$ cat src/rtl/pixel_stream_loader_if.sv
// Pixel stream loader bus: the sensor-side valid/ready pixel stream and
// the image-memory write port, grouped so the loader and its source/sink
// connect with a single port each.
interface pixel_stream_loader_if;
   // sensor stream
   logic       frameStart;
   logic       pixValid;
   logic       pixData;
   logic       pixReady;
   // image memory write port
   logic       writeMem;
   logic [7:0] xAddressIn;
   logic [7:0] yAddressIn;
   logic       dataIn;

   // pixel source / memory observer side
   modport master (
      output frameStart, pixValid, pixData,
      input  pixReady, writeMem, xAddressIn, yAddressIn, dataIn
   );

   // loader side
   modport slave (
      input  frameStart, pixValid, pixData,
      output pixReady, writeMem, xAddressIn, yAddressIn, dataIn
   );
endinterface

$ cat src/rtl/pixel_stream_loader.sv
// pixel_stream_loader: takes a raster-ordered 1-bit pixel stream, writes
// each pixel into the image memory, pulses start after the last pixel of
// a frame and then back-pressures the source for HOLDOFF_CYCLES while the
// median filter reads the memory.
// Optional feature: define LOADER_TIMEOUT_EN to abandon a frame (flagging
// frameError) when no pixel arrives for TIMEOUT_CYCLES cycles mid-frame.
module pixel_stream_loader #(
   parameter int IMG_WIDTH      = 160,
   parameter int IMG_HEIGHT     = 120,
   parameter int HOLDOFF_CYCLES = 40000
`ifdef LOADER_TIMEOUT_EN
   ,
   parameter int TIMEOUT_CYCLES = 1024
`endif
) (
   input  logic                        clk,
   input  logic                        reset,
   pixel_stream_loader_if.slave        bus,
   output logic                        start,
   output logic                        busy,
   output logic                        frameError,
   output logic [15:0]                 frameCount
);

   localparam logic [7:0]  X_LAST  = 8'(IMG_WIDTH - 1);
   localparam logic [7:0]  Y_LAST  = 8'(IMG_HEIGHT - 1);
   localparam logic [15:0] HOLD_LD = 16'(HOLDOFF_CYCLES);

   typedef enum logic [1:0] {
      S_IDLE,
      S_LOAD,
      S_KICK,
      S_HOLD
   } state_t;

   state_t      r_state;
   state_t      w_state_next;

   logic [7:0]  r_x;          // raster position of the next expected beat
   logic [7:0]  r_y;
   logic [15:0] r_hold;
   logic        r_pix_ready;
   logic        r_write;
   logic [7:0]  r_x_addr;
   logic [7:0]  r_y_addr;
   logic        r_data;
   logic        r_start;
   logic        r_err;
   logic [15:0] r_count;

   logic        w_accept;
   logic [7:0]  w_pos_x;
   logic [7:0]  w_pos_y;
   logic        w_last_col;
   logic        w_last_pix;
   logic [7:0]  w_x_adv;
   logic [7:0]  w_y_adv;
   logic        w_write;
   logic        w_err_set;
   logic        w_err_clr;
   logic        w_start_next;

`ifdef LOADER_TIMEOUT_EN
   localparam logic [15:0] TMO_LAST = 16'(TIMEOUT_CYCLES - 1);
   logic [15:0] r_tmo;
`endif

   // A frameStart beat always lands at (0,0), whether it opens a frame or
   // restarts one; otherwise the beat takes the next raster position.
   assign w_accept   = bus.pixValid & r_pix_ready;
   assign w_pos_x    = bus.frameStart ? 8'd0 : r_x;
   assign w_pos_y    = bus.frameStart ? 8'd0 : r_y;
   assign w_last_col = (w_pos_x == X_LAST);
   assign w_last_pix = w_last_col && (w_pos_y == Y_LAST);
   assign w_x_adv    = w_last_col ? 8'd0 : w_pos_x + 8'd1;
   assign w_y_adv    = w_last_col ? w_pos_y + 8'd1 : w_pos_y;

   // Next-state and control decode for the loader FSM.
   always_comb begin
      w_state_next = r_state;
      w_write      = 1'b0;
      w_err_set    = 1'b0;
      w_err_clr    = 1'b0;
      w_start_next = 1'b0;
      case (r_state)
         S_IDLE: begin
            if (w_accept && bus.frameStart) begin
               w_write      = 1'b1;
               w_err_clr    = 1'b1;
               w_state_next = w_last_pix ? S_KICK : S_LOAD;
            end
         end
         S_LOAD: begin
            if (w_accept) begin
               w_write = 1'b1;
               if (bus.frameStart) begin
                  w_err_set = 1'b1;
               end
               if (w_last_pix) begin
                  w_state_next = S_KICK;
               end
            end
`ifdef LOADER_TIMEOUT_EN
            else if (r_tmo == TMO_LAST) begin
               w_err_set    = 1'b1;
               w_state_next = S_IDLE;
            end
`endif
         end
         S_KICK: begin
            w_start_next = 1'b1;
            w_state_next = S_HOLD;
         end
         S_HOLD: begin
            if (r_hold == 16'd0) begin
               w_state_next = S_IDLE;
            end
         end
         default: w_state_next = S_IDLE;
      endcase
   end

   // State register; pixReady is registered from the next state so it is
   // low while reset is asserted and tracks IDLE/LOAD afterwards.
   always_ff @(posedge clk or negedge reset) begin
      if (!reset) begin
         r_state     <= S_IDLE;
         r_pix_ready <= 1'b0;
      end else begin
         r_state     <= w_state_next;
         r_pix_ready <= (w_state_next == S_IDLE) || (w_state_next == S_LOAD);
      end
   end

   // Raster position of the next beat, advanced on every written beat.
   always_ff @(posedge clk or negedge reset) begin
      if (!reset) begin
         r_x <= 8'd0;
         r_y <= 8'd0;
      end else if (w_write) begin
         r_x <= w_x_adv;
         r_y <= w_y_adv;
      end
   end

   // Registered memory write port; address/data hold between writes.
   always_ff @(posedge clk or negedge reset) begin
      if (!reset) begin
         r_write  <= 1'b0;
         r_x_addr <= 8'd0;
         r_y_addr <= 8'd0;
         r_data   <= 1'b0;
      end else begin
         r_write <= w_write;
         if (w_write) begin
            r_x_addr <= w_pos_x;
            r_y_addr <= w_pos_y;
            r_data   <= bus.pixData;
         end
      end
   end

   // Start pulse, completed-frame counter and sticky frame error flag.
   always_ff @(posedge clk or negedge reset) begin
      if (!reset) begin
         r_start <= 1'b0;
         r_count <= 16'd0;
         r_err   <= 1'b0;
      end else begin
         r_start <= w_start_next;
         if (w_start_next) begin
            r_count <= r_count + 16'd1;
         end
         if (w_err_set) begin
            r_err <= 1'b1;
         end else if (w_err_clr) begin
            r_err <= 1'b0;
         end
      end
   end

   // Holdoff down-counter, loaded while KICK so it counts from the start cycle.
   always_ff @(posedge clk or negedge reset) begin
      if (!reset) begin
         r_hold <= 16'd0;
      end else if (r_state == S_KICK) begin
         r_hold <= HOLD_LD;
      end else if ((r_state == S_HOLD) && (r_hold != 16'd0)) begin
         r_hold <= r_hold - 16'd1;
      end
   end

`ifdef LOADER_TIMEOUT_EN
   // Inter-pixel idle counter, only running while a frame is being loaded.
   always_ff @(posedge clk or negedge reset) begin
      if (!reset) begin
         r_tmo <= 16'd0;
      end else if ((r_state == S_LOAD) && !w_accept) begin
         r_tmo <= r_tmo + 16'd1;
      end else begin
         r_tmo <= 16'd0;
      end
   end
`endif

   assign bus.pixReady   = r_pix_ready;
   assign bus.writeMem   = r_write;
   assign bus.xAddressIn = r_x_addr;
   assign bus.yAddressIn = r_y_addr;
   assign bus.dataIn     = r_data;
   assign start          = r_start;
   assign busy           = (r_state != S_IDLE);
   assign frameError     = r_err;
   assign frameCount     = r_count;

endmodule

$ cat src/flat_wrapper.sv
// flat-port wrapper written by rule: the top's interface ports become plain ports
module pixel_stream_loader_flat 
#(
   parameter int IMG_WIDTH      = 160,
   parameter int IMG_HEIGHT     = 120,
   parameter int HOLDOFF_CYCLES = 40000

)
  (clk, reset, start, busy, frameError, frameCount, bus_frameStart, bus_pixValid, bus_pixData, bus_pixReady, bus_writeMem, bus_xAddressIn, bus_yAddressIn, bus_dataIn);
  pixel_stream_loader_if bus_i ();
  input  logic clk;
  input  logic reset;
  output logic start;
  output logic busy;
  output logic frameError;
  output logic [15:0] frameCount;
  input wire logic [$bits(bus_i.frameStart)-1:0] bus_frameStart;
  input wire logic [$bits(bus_i.pixValid)-1:0] bus_pixValid;
  input wire logic [$bits(bus_i.pixData)-1:0] bus_pixData;
  output wire logic [$bits(bus_i.pixReady)-1:0] bus_pixReady;
  output wire logic [$bits(bus_i.writeMem)-1:0] bus_writeMem;
  output wire logic [$bits(bus_i.xAddressIn)-1:0] bus_xAddressIn;
  output wire logic [$bits(bus_i.yAddressIn)-1:0] bus_yAddressIn;
  output wire logic [$bits(bus_i.dataIn)-1:0] bus_dataIn;
  assign bus_i.frameStart = bus_frameStart;
  assign bus_i.pixValid = bus_pixValid;
  assign bus_i.pixData = bus_pixData;
  assign bus_pixReady = bus_i.pixReady;
  assign bus_writeMem = bus_i.writeMem;
  assign bus_xAddressIn = bus_i.xAddressIn;
  assign bus_yAddressIn = bus_i.yAddressIn;
  assign bus_dataIn = bus_i.dataIn;
  pixel_stream_loader #(.IMG_WIDTH(IMG_WIDTH), .IMG_HEIGHT(IMG_HEIGHT), .HOLDOFF_CYCLES(HOLDOFF_CYCLES)) u_core (.clk(clk), .reset(reset), .bus(bus_i), .start(start), .busy(busy), .frameError(frameError), .frameCount(frameCount));
endmodule
$ cat config.mk
export PLATFORM = sky130hd
export DESIGN_NAME = pixel_stream_loader_flat
export DESIGN_NICKNAME = d
export VERILOG_FILES = /design/src/rtl/pixel_stream_loader_if.sv /design/src/rtl/pixel_stream_loader.sv /design/src/flat_wrapper.sv
export SDC_FILE = /design/constraint.sdc
export NUM_CORES = 1
export LEC_CHECK = 0
export ABC_AREA = 1
export CORE_UTILIZATION = 40
export DETAILED_ROUTE_END_ITERATION = 10
export SYNTH_ARGS = -nofsm -noshare
export SYNTH_HDL_FRONTEND = slang
export SYNTH_SLANG_ARGS = --single-unit
$ cat constraint.sdc
create_clock -name clk -period 3.2 [get_ports clk]
set_input_delay 0.96 -clock clk [delete_from_list [all_inputs] [get_ports clk]]
set_output_delay 0.96 -clock clk [all_outputs]
set_load 0.1 [all_outputs]
==> out/metrics.cfg, run 1 <==
[cts]
postCtsSetupBuffers=0
htree_levels=3
cts.clk_slew.worst_paths_ns=0.07
clkLatencyLatePin_ns=0.35
cts.sinks=71
ctsHoldBuffers=0
cts_inserted_buffers=9
cts_resized=0
clockBufferDepth=2
tritoncts=done
ctsRootBufferMaster=clkbuf_8

[synthesis]
syn_inst=473
synth-edff-count=0
ys_types=34
synth_seq_area_share_pct=47.9
synth_most_common_cell=nand2_1
async_reset_ff_share_pct=100
ys_top_cells_by_count=nand2_1, dfrtp_1, inv_1, nor2_1, nand3_1
ys.flop_type=dfrtp_1
syn_area_sq_mm=0.00371
synth_top_area_cell=dfrtp_1
syn-num-nets=482
synth_area_per_cell_sq_um=7.84
synth_top_area_share_pct=47.9
yosys_register_bits=71
synth_top_cells_by_area=dfrtp_1, nand2_1, inv_1
yosys_warnings=0

[outcome]
outcome=finished clean

[sta]
finalSetupTns_ns=0
period_needed_ns=2.62
finalSetupViolCount=0
final_hold_viol_count=0
drv_slew=0
grt_setup_unrepaired=no
fin_ws_ns=0.580
worst_slew_pin_slew_ns=0.727
fin_crit_sh_pct=81.9
skew_ns=0.0115
slew-limit-headroom_pct=51.6
max_freq_mhz=382

[critical_path]
crit_fanout=8
arrival_ns=2.86
r2r_cells=7
path_class=in -> reg
r2r-start=u_core.r_hold[0]
start_kind=primary input
crit_path_end=u_core.r_y[3]
crit_path_end_kind=register
required_ns=3.44
startpoint=bus_frameStart
regToRegEndpoint=u_core.r_hold[3]
reg2reg_setup_slack_ns=1.40

[placed_design]
dpl.cell_count=616
pre_cts_ws_ns=0.209
hpwl_um=5690
place.port_buffers=42
gp_congestion=0.804

[flow_run]
maxCapViolations=0

[global_route]
grt_pass1_vias=2971
grtUsageMet3_pct=3.58
groute.usage.overall_pct=17.6
top_usage_layer=met2
grt_pass1_wl_um=13600
use_met1_pct=22.6
grt_overflow_total=0
grt_antenna_before_repair=0
grt_max_degree=42
grtUsageMet2_pct=29.6

[detailed_routing]
routed_wirelength_um=7900
vias=3077
wl_per_cell_um=12.5
drc=0
via_per_inst=4.87
drt-initial-drc-count=142
drt-pass1-iter-count=7
final_antenna_net_count=0

[finish]
antennaDiodeCount=0
fin_nets=528
final_cells=632
drive_gt1_share_pct=16.4
syn_to_final_growth_pct=17.3

[die]
chipWidth_um=98.3
dieArea_sq_mm=0.00966
core_area_sq_mm=0.00885
num_rows=34
start_util_pct=41.9
die_y_um=98.3
io_pins=43

[pwr]
ir_drop_uv=227
power_density_mw_per_mm2=390
p_leak_nw=2.25

[worst_hold_path]
whs_path_depth=1
hold_path_class=reg -> reg

[sequential cells by signal, indices dropped and copies added, names as in the netlist]
name / flops
u_core.frameCount: 16
u_core.r_hold: 16
u_core.bus.xAddressIn: 8
u_core.bus.yAddressIn: 8
u_core.r_x: 8
u_core.r_y: 8
u_core.r_state: 2
u_core.bus.dataIn: 1
u_core.bus.pixReady: 1
u_core.bus.writeMem: 1
u_core.frameError: 1
u_core.start: 1
[kinds of logic after synthesis]
| kind of cell | after synthesis | synth area share [%] |
|---|---|---|
| compound gates | 43 | 6.88 |
| xor+xnor | 22 | 5.20 |
| fa+ha+maj | 4 | 1.35 |
| buf+inv | 65 | 7.22 |
| flops | 71 | 47.9 |
| simple gates | 268 | 31.4 |
[per-layer routing]
layer,vias to the layer above,wire (um)
met3,10,246
met1,1432,3740
li1,1583,-
met2,52,3800
met4,0,112
met5,-,0
[how the worst min path moves through the flow]
stage,startpoint,end,slack (ns)
finish,u_core.r_hold[0],u_core.r_hold[0],0.47
global route,u_core.r_hold[0],u_core.r_hold[0],0.51
CTS,u_core.r_hold[0],u_core.r_hold[0],0.47
detailed placement,u_core.r_hold[0],u_core.r_hold[0],0.46
global placement,u_core.r_hold[0],u_core.r_hold[0],0.47
floorplan,u_core.r_hold[0],u_core.r_hold[0],0.44
[cell usage in the layout, fill, tap and decap left out, drive strengths merged]
| master | synthesis | layout |
|---|---|---|
| o21ai | 31 | 31 |
| clkinvlp | 0 | 1 |
| a21oi | 3 | 3 |
| buf | 10 | 43 |
| xnor2 | 4 | 4 |
| bufinv | 0 | 1 |
| nand2 | 157 | 157 |
| o31ai | 1 | 1 |
| nand3 | 36 | 36 |
| nand3b | 1 | 1 |
| nand4 | 7 | 7 |
| ha | 4 | 4 |
| or2 | 1 | 1 |
| o21bai | 3 | 3 |
| clkbuf | 1 | 14 |
| and3 | 1 | 1 |
| dfrtp | 71 | 71 |
| nor3 | 7 | 7 |
| nor2 | 58 | 58 |
| xor2 | 18 | 18 |
| o22ai | 2 | 2 |
| clkdlybuf4s50 | 0 | 3 |
| o211ai | 3 | 3 |
| inv | 54 | 54 |
[stage by stage]
stage | power, mW | util (%) | area [sq um] | hold WS (ns)
final | 1.70 | 49.2 | 4350 | 0.471
after global routing | 1.75 | 49.2 | 4350 | 0.515
after CTS | 1.72 | 49.2 | 4350 | 0.474
after detailed placement | 0.952 | 46.8 | 4140 | 0.465
after global placement | 0.952 | 46.8 | 4140 | 0.467
after floorplan | 0.923 | - | 3710 | 0.444
[power by group]
group | total [mW] | switching (mW) | internal (mW) | leakage [nW]
sequential | 0.897 | 0 | 0.897 | 0.928
clock | 0.765 | 0.340 | 0.425 | 0.103
combinational | 0.0355 | 0.0262 | 0.00936 | 1.22
[critical path, cell delays in order]
cell and delay, ns:
clkdlybuf4s50_1 0.58, inv_2 0.11, nand2_1 0.09, inv_1 0.07, ha_1 0.15, nand3_1 0.11, nor2_2 0.20, nand2_2 0.15
nor2_2 0.20, nand2_1 0.09, xor2_1 0.14
[layout make-up]
| class | count | area (sq um) |
|---|---|---|
| Clock buffer | 14 | 173 |
| Timing Repair Buffer | 46 | 363 |
| Sequential cell | 71 | 1780 |
| Clock inverter | 2 | 37.5 |
| Tap cell | 108 | 135 |
| Multi-Input combinational cell | 337 | 1660 |
| Fill cell | 869 | 4500 |
| Inverter | 54 | 203 |
No activity file was read; power rests on OpenSTA's default activity.
==> run 2, diff against run 1 <==
==> constraint.sdc (replaced) <==
create_clock -name clk -period 2.2 [get_ports clk]
set_input_delay 0.66 -clock clk [delete_from_list [all_inputs] [get_ports clk]]
set_output_delay 0.66 -clock clk [all_outputs]
set_load 0.1 [all_outputs]
==> run 2 against run 1 <==
Final area up 9.1%. Critical path type unchanged. Wire length up 1.1%. First-iteration DRC count down 28%. Core utilization up 4.5 points. Clock skew down 0.0031 ns. Total power up 70%. Combinational power up 65%. Sequential power up 45%. Cell count up 3.2%. Non-clock buffer count up 20. Die area unchanged. Count of clock-buffer cells in the layout down 4.
==> out/metrics.cfg, run 2 (synthesis results as in run 1) <==
[placed_design]
hpwl_um=5770  ; +1.4%
dpl.cell_count=636  ; +3.2%
pre_cts_ws_ns=-0.285  ; -0.494 ns
gp_congestion=0.826  ; +2.6%
place.port_buffers=42  ; unchanged

[finish]
layout_commonest_cell=nand2_1
drive_gt1_share_pct=19.9  ; +3.4 points
syn_to_final_growth_pct=28.0
fin_nets=548  ; +3.8%
antennaDiodeCount=0  ; unchanged
final_cell_mix=nand2_1, dfrtp_1, inv_1, nor2_1, buf_4
final_cells=652  ; +3.2%
post-route-util_pct=53.6  ; +4.5 points

[critical_path]
crit_fanout=5  ; -3
required_ns=2.44  ; -1.00 ns
r2r-start=u_core.r_hold[0]
critPathMaxStageDelay_ns=0.49  ; -0.09 ns
regToRegEndpoint=u_core.r_hold[3]
path_class=in -> reg
arrival_ns=2.33  ; -0.53 ns
r2r_cells=7  ; unchanged
crit_family=simple AND/OR/NAND/NOR gates
critPathSlowestCell=clkdlybuf4s50_1
reg2reg_setup_slack_ns=0.41  ; -0.99 ns
critPathBufInv=1  ; -2
start_kind=primary input
path_common_cell=nor2_2
crit_path_end_kind=register
crit_chain=clkdlybuf4s50_1 -> nor2_1 -> ha_1 -> nand3_1 -> nor2_2 -> nand2_2 -> nor2_2 -> nand2_1 -> xor2_1

[cts]
cts.clk_slew.worst_paths_ns=0.08  ; about the same
htree_levels=3  ; unchanged
tritoncts=done
cts_resized=0  ; unchanged
cts.sinks=71  ; unchanged
ctsHoldBuffers=0  ; unchanged
ctsRootBufferMaster=clkbuf_8
clkLatencyLatePin_ns=0.36  ; about the same
clockBufferDepth=2  ; unchanged
postCtsSetupBuffers=0  ; unchanged
cts_inserted_buffers=9  ; unchanged

[die]
dieArea_sq_mm=0.00966  ; unchanged
start_util_pct=41.9  ; unchanged
die_y_um=98.3  ; unchanged
chipWidth_um=98.3  ; unchanged
core_area_sq_mm=0.00885  ; unchanged
io_pins=43  ; unchanged
num_rows=34  ; unchanged

[global_route]
grt_pass1_wl_um=14000  ; +2.9%
groute.usage.overall_pct=18.1  ; +0.51 points
grt_max_degree=72  ; +71%
grt_antenna_before_repair=0  ; unchanged
grt_overflow_total=0  ; unchanged
grt_pass1_vias=3048  ; +2.6%

[detailed_routing]
via_per_inst=4.85  ; -0.48%
final_antenna_net_count=0  ; unchanged
wl_per_cell_um=12.2  ; -2.0%
drt-pass1-iter-count=6  ; -1
drt-initial-drc-count=102  ; -28%
vias=3159  ; +2.7%
routed_wirelength_um=7980  ; +1.1%
drc=0  ; unchanged

[sta]
skew_ns=0.00838  ; -0.00314 ns
slew-limit-headroom_pct=68.7  ; +17 points
finalSetupTns_ns=0  ; unchanged
fin_ws_ns=0.116  ; -0.465 ns
period_needed_ns=2.08
fin_crit_sh_pct=94.7
grt_setup_unrepaired=no
drv_slew=0  ; unchanged
finalSetupViolCount=0  ; unchanged
max_freq_mhz=480
worst_slew_pin_slew_ns=0.468  ; -0.259 ns
final_hold_viol_count=0  ; unchanged

[pwr]
comb_power_share_pct=2.0  ; about the same
finalPower_mw=2.89  ; +70%
clkPwrFrac_pct=52.9  ; +7.8 points
cell_internal_pwr_mw=2.33  ; +75%
seq_power_share_pct=45.1  ; -7.7 points
ir_drop_uv=285  ; +26%
p_leak_nw=2.43  ; +8.0%
power_density_mw_per_mm2=609  ; +56%
power_switching_mw=0.556  ; +52%
p_sw_share_pct=19.2  ; -2.3 points

[outcome]
outcome=finished clean

[flow_run]
maxCapViolations=0  ; unchanged

[worst_hold_path]
hold_path_class=in -> async

## run 2: final cells by class
cell class	instances	area (sq um)
fill	819	4100
sequential	71	1780
multi-input combinational	337	1660
timing repair buffer	66	676
inverter	54	203
clock inverter	6	155
clock buffer	10	138
tap	108	135
## run 2: layer usage
metal	share of wire, %	track usage (%)	vias up
met5	0	0	-
met2	48	30.8	45
met4	1.5	6.54	0
li1	-	-	1621
met1	47	22.7	1481
met3	2.8	4.08	12
## run 2: power by group through the flow
| stage | registers, mW | clock network (mW) | logic, mW |
|---|---|---|---|
| final | 1.30 | 1.53 | 0.0584 |
| after global routing | 1.30 | 1.61 | 0.0678 |
| after CTS | 1.30 | 1.55 | 0.0616 |
| after detailed placement | 1.33 | 0 | 0.0614 |
| after global placement | 1.33 | 0 | 0.0611 |
| after floorplan | 1.33 | 0 | 0.0127 |
## run 2: worst max path at each step
stage	slack [ns]	to	cells after the start	from
finish	0.12	u_core.r_y[3]	9	bus_frameStart
global route	0.0003	u_core.r_y[3]	9	bus_frameStart
CTS	0.11	u_core.r_y[3]	9	bus_frameStart
detailed placement	-0.29	u_core.r_y[3]	9	bus_frameStart
global placement	-0.20	u_core.r_y[3]	9	bus_frameStart
floorplan	0.18	u_core.r_y[3]	11	bus_frameStart
## run 2: metrics by stage
step / cell area [sq um] / hold WS, ns
floorplan: 3710 / 0.364
global placement: 4450 / 0.459
detailed placement: 4450 / 0.465
CTS: 4750 / 0.338
global route: 4750 / 0.363
finish: 4750 / 0.298
==> run 3, diff against run 2 <==
--- a/config.mk
+++ b/config.mk
@@ -6,8 +6,10 @@
 export NUM_CORES = 1
 export LEC_CHECK = 0
 export ABC_AREA = 1
-export CORE_UTILIZATION = 40
+export CAP_MARGIN = 10
+export CORE_UTILIZATION = 51
 export DETAILED_ROUTE_END_ITERATION = 10
+export PLACE_DENSITY = 0.77
 export SYNTH_ARGS = -nofsm -noshare
 export SYNTH_HDL_FRONTEND = slang
 export SYNTH_SLANG_ARGS = --single-unit
==> run 3 against run 2 <==
Setup slack improved by 0.029 ns. Via count is 2.7% higher. First-iteration DRC count up 64%. Fmax increased by 1.4%. Final area decreased by 1.8%. Combinational power fell by 1%. Critical path type unchanged. Critical endpoint is now u_core.r_state[0].
==> out/metrics.cfg, run 3 (synthesis results as in run 1) <==
[die]
dieArea_sq_mm=0.00761  ; -21%
die_y_um=87.3  ; -11%
chipWidth_um=87.3  ; -11%
core_area_sq_mm=0.00691  ; -22%
num_rows=30  ; -12%
start_util_pct=53.7  ; +12 points
io_pins=43  ; unchanged

[cts]
ctsHoldBuffers=0  ; unchanged
clkLatencyLatePin_ns=0.35  ; about the same
tritoncts=done
cts_inserted_buffers=9  ; unchanged
cts.sinks=71  ; unchanged
ctsRootBufferMaster=clkbuf_8
cts.clk_slew.worst_paths_ns=0.08  ; about the same
clockBufferDepth=2  ; unchanged
htree_levels=3  ; unchanged

[critical_path]
path_class=in -> reg
required_ns=2.43  ; about the same
start_kind=primary input
crit_fanout=5  ; unchanged
arrival_ns=2.29  ; -0.04 ns
crit_path_end_kind=register

[finish]
final_cell_mix=nand2_1, dfrtp_1, inv_1, nor2_1, buf_4
regArea_sq_mm=0.00178  ; unchanged
multi_input_area_sq_mm=0.00169  ; +1.5%
post-route-cell-area_sq_mm=0.00466  ; -1.8%
layout_commonest_cell=nand2_1
fin_nets=545  ; -0.55%
fillerInstances=575  ; -30%
drive_gt1_share_pct=19.4  ; -0.44 points
post-route-util_pct=67.5  ; +14 points
antennaDiodeCount=0  ; unchanged
syn_to_final_growth_pct=25.7
final_cells=637  ; -2.3%

[global_route]
grt_max_degree=72  ; unchanged
groute.usage.overall_pct=23.0  ; +4.9 points
grt_antenna_before_repair=0  ; unchanged
top_usage_layer=met2
grt_pass1_vias=3075  ; +0.89%
use_met1_pct=28.0  ; +5.4 points
grt_pass1_wl_um=13400  ; -3.9%
grt_overflow_total=0  ; unchanged
grtUsageMet3_pct=5.31  ; +1.2 points
grtUsageMet2_pct=39.2  ; +8.4 points

[outcome]
outcome=finished clean

[sta]
worst_slew_pin_slew_ns=0.448  ; -0.0202 ns
slew-limit-headroom_pct=70.0  ; +1.4 points
skew_ns=0.0106  ; +0.00221 ns
drv_slew=0  ; unchanged
final_hold_viol_count=0  ; unchanged
grt_setup_unrepaired=no
max_freq_mhz=487  ; +1.4%
finalSetupTns_ns=0  ; unchanged
holdWs_ns=0.322  ; +0.0238 ns
period_needed_ns=2.06  ; -0.0292 ns
fin_crit_sh_pct=93.4  ; -1.3 points
finalSetupViolCount=0  ; unchanged

[pwr]
power_density_mw_per_mm2=541  ; -11%
ir_drop_uv=369  ; +29%
p_leak_nw=2.39  ; -1.7%

[placed_design]
placed_area_sq_mm=0.00442  ; -0.84%
gp_congestion=0.835  ; +1.1%
place.port_buffers=42  ; unchanged
hpwl_um=5820  ; +0.88%
dpl.cell_count=621  ; -2.4%

[detailed_routing]
drt-pass1-iter-count=4  ; -2
routed_wirelength_um=8000  ; +0.29%
drt-initial-drc-count=167  ; +64%
drc=0  ; unchanged
wl_per_cell_um=12.6  ; +2.6%
final_antenna_net_count=0  ; unchanged
vias=3243  ; +2.7%
via_per_inst=5.09  ; +5.1%

[worst_hold_path]
hold_path_class=in -> async

[flow_run]
maxCapViolations=0  ; unchanged

## run 3: cell count changes in the layout (fill, tap and decap cells not counted), moves of 2 or more
cell	previous run	this run
buf_4	48	45
nor2_4	3	6
nor2_2	7	4
clkinvlp_4	0	2
inv_6	0	2
bufinv_16	5	2
## run 3: where the power goes
group / total, mW / switching, mW / internal, mW
sequential: 1.30 / 0 / 1.30
clock: 1.16 / 0.512 / 0.647
combinational: 0.0577 / 0.0386 / 0.0192
total: 2.52 / 0.551 / 1.97
## run 3: final cells by class
class | instances | share of cell area [%]
flip-flops and latches | 71 | 38.1
inverters | 54 | 4.35
repair buffers | 63 | 14.0
multi-input cells | 337 | 36.2
clock buffers | 10 | 2.74
clock inverters | 6 | 1.99
well taps | 96 | 2.58
## run 3: metal layers
layer	routed length (um)	vias up	share of wire [%]
met5	0	-	0
met4	120	0	1.5
met2	4060	77	51
li1	-	1611	-
met3	305	11	3.8
met1	3520	1544	44
## run 3: worst paths after layout
kind / startpoint / to / slack (ns) / cells past startpoint
setup / recovery: bus_frameStart / u_core.r_state[0] / 0.14 / 10
hold / removal: reset / u_core.r_hold[11] / 0.32 / 2
setup reg to reg: u_core.r_hold[0] / u_core.r_hold[3] / 0.35 / 7
hold reg to reg: u_core.bus.yAddressIn[0] / u_core.bus.yAddressIn[0] / 0.49 / 2
max in group asynchronous: reset / u_core.frameCount[8] / 1.58 / 2
min in group clk: u_core.bus.yAddressIn[0] / u_core.bus.yAddressIn[0] / 0.49 / 2
## run 3: metrics by stage
stage / setup slack [ns] / total power [mW]
after CTS: 0.134 / 2.55
after global placement: -0.164 / 1.39
after floorplan: 0.183 / 1.34
after detailed placement: -0.236 / 1.39
final: 0.145 / 2.52
after global routing: 0.0149 / 2.62
## run 3: critical path, cell delays in order
cell and delay (ns):
clkdlybuf4s50_1 0.47, nor2_1 0.18, ha_1 0.21, nand3_2 0.12, nor2_4 0.17, nand2_4 0.10
inv_1 0.07, nand3_1 0.10, o21ai_1 0.15, nand2_1 0.07
## run 3: what timing repair did
action                                 4_1_cts  5_1_grt
buffers inserted                             0        0
setup endpoints to repair                    0        5
endpoints found under the hold margin        0        0
resized for setup                            0        6
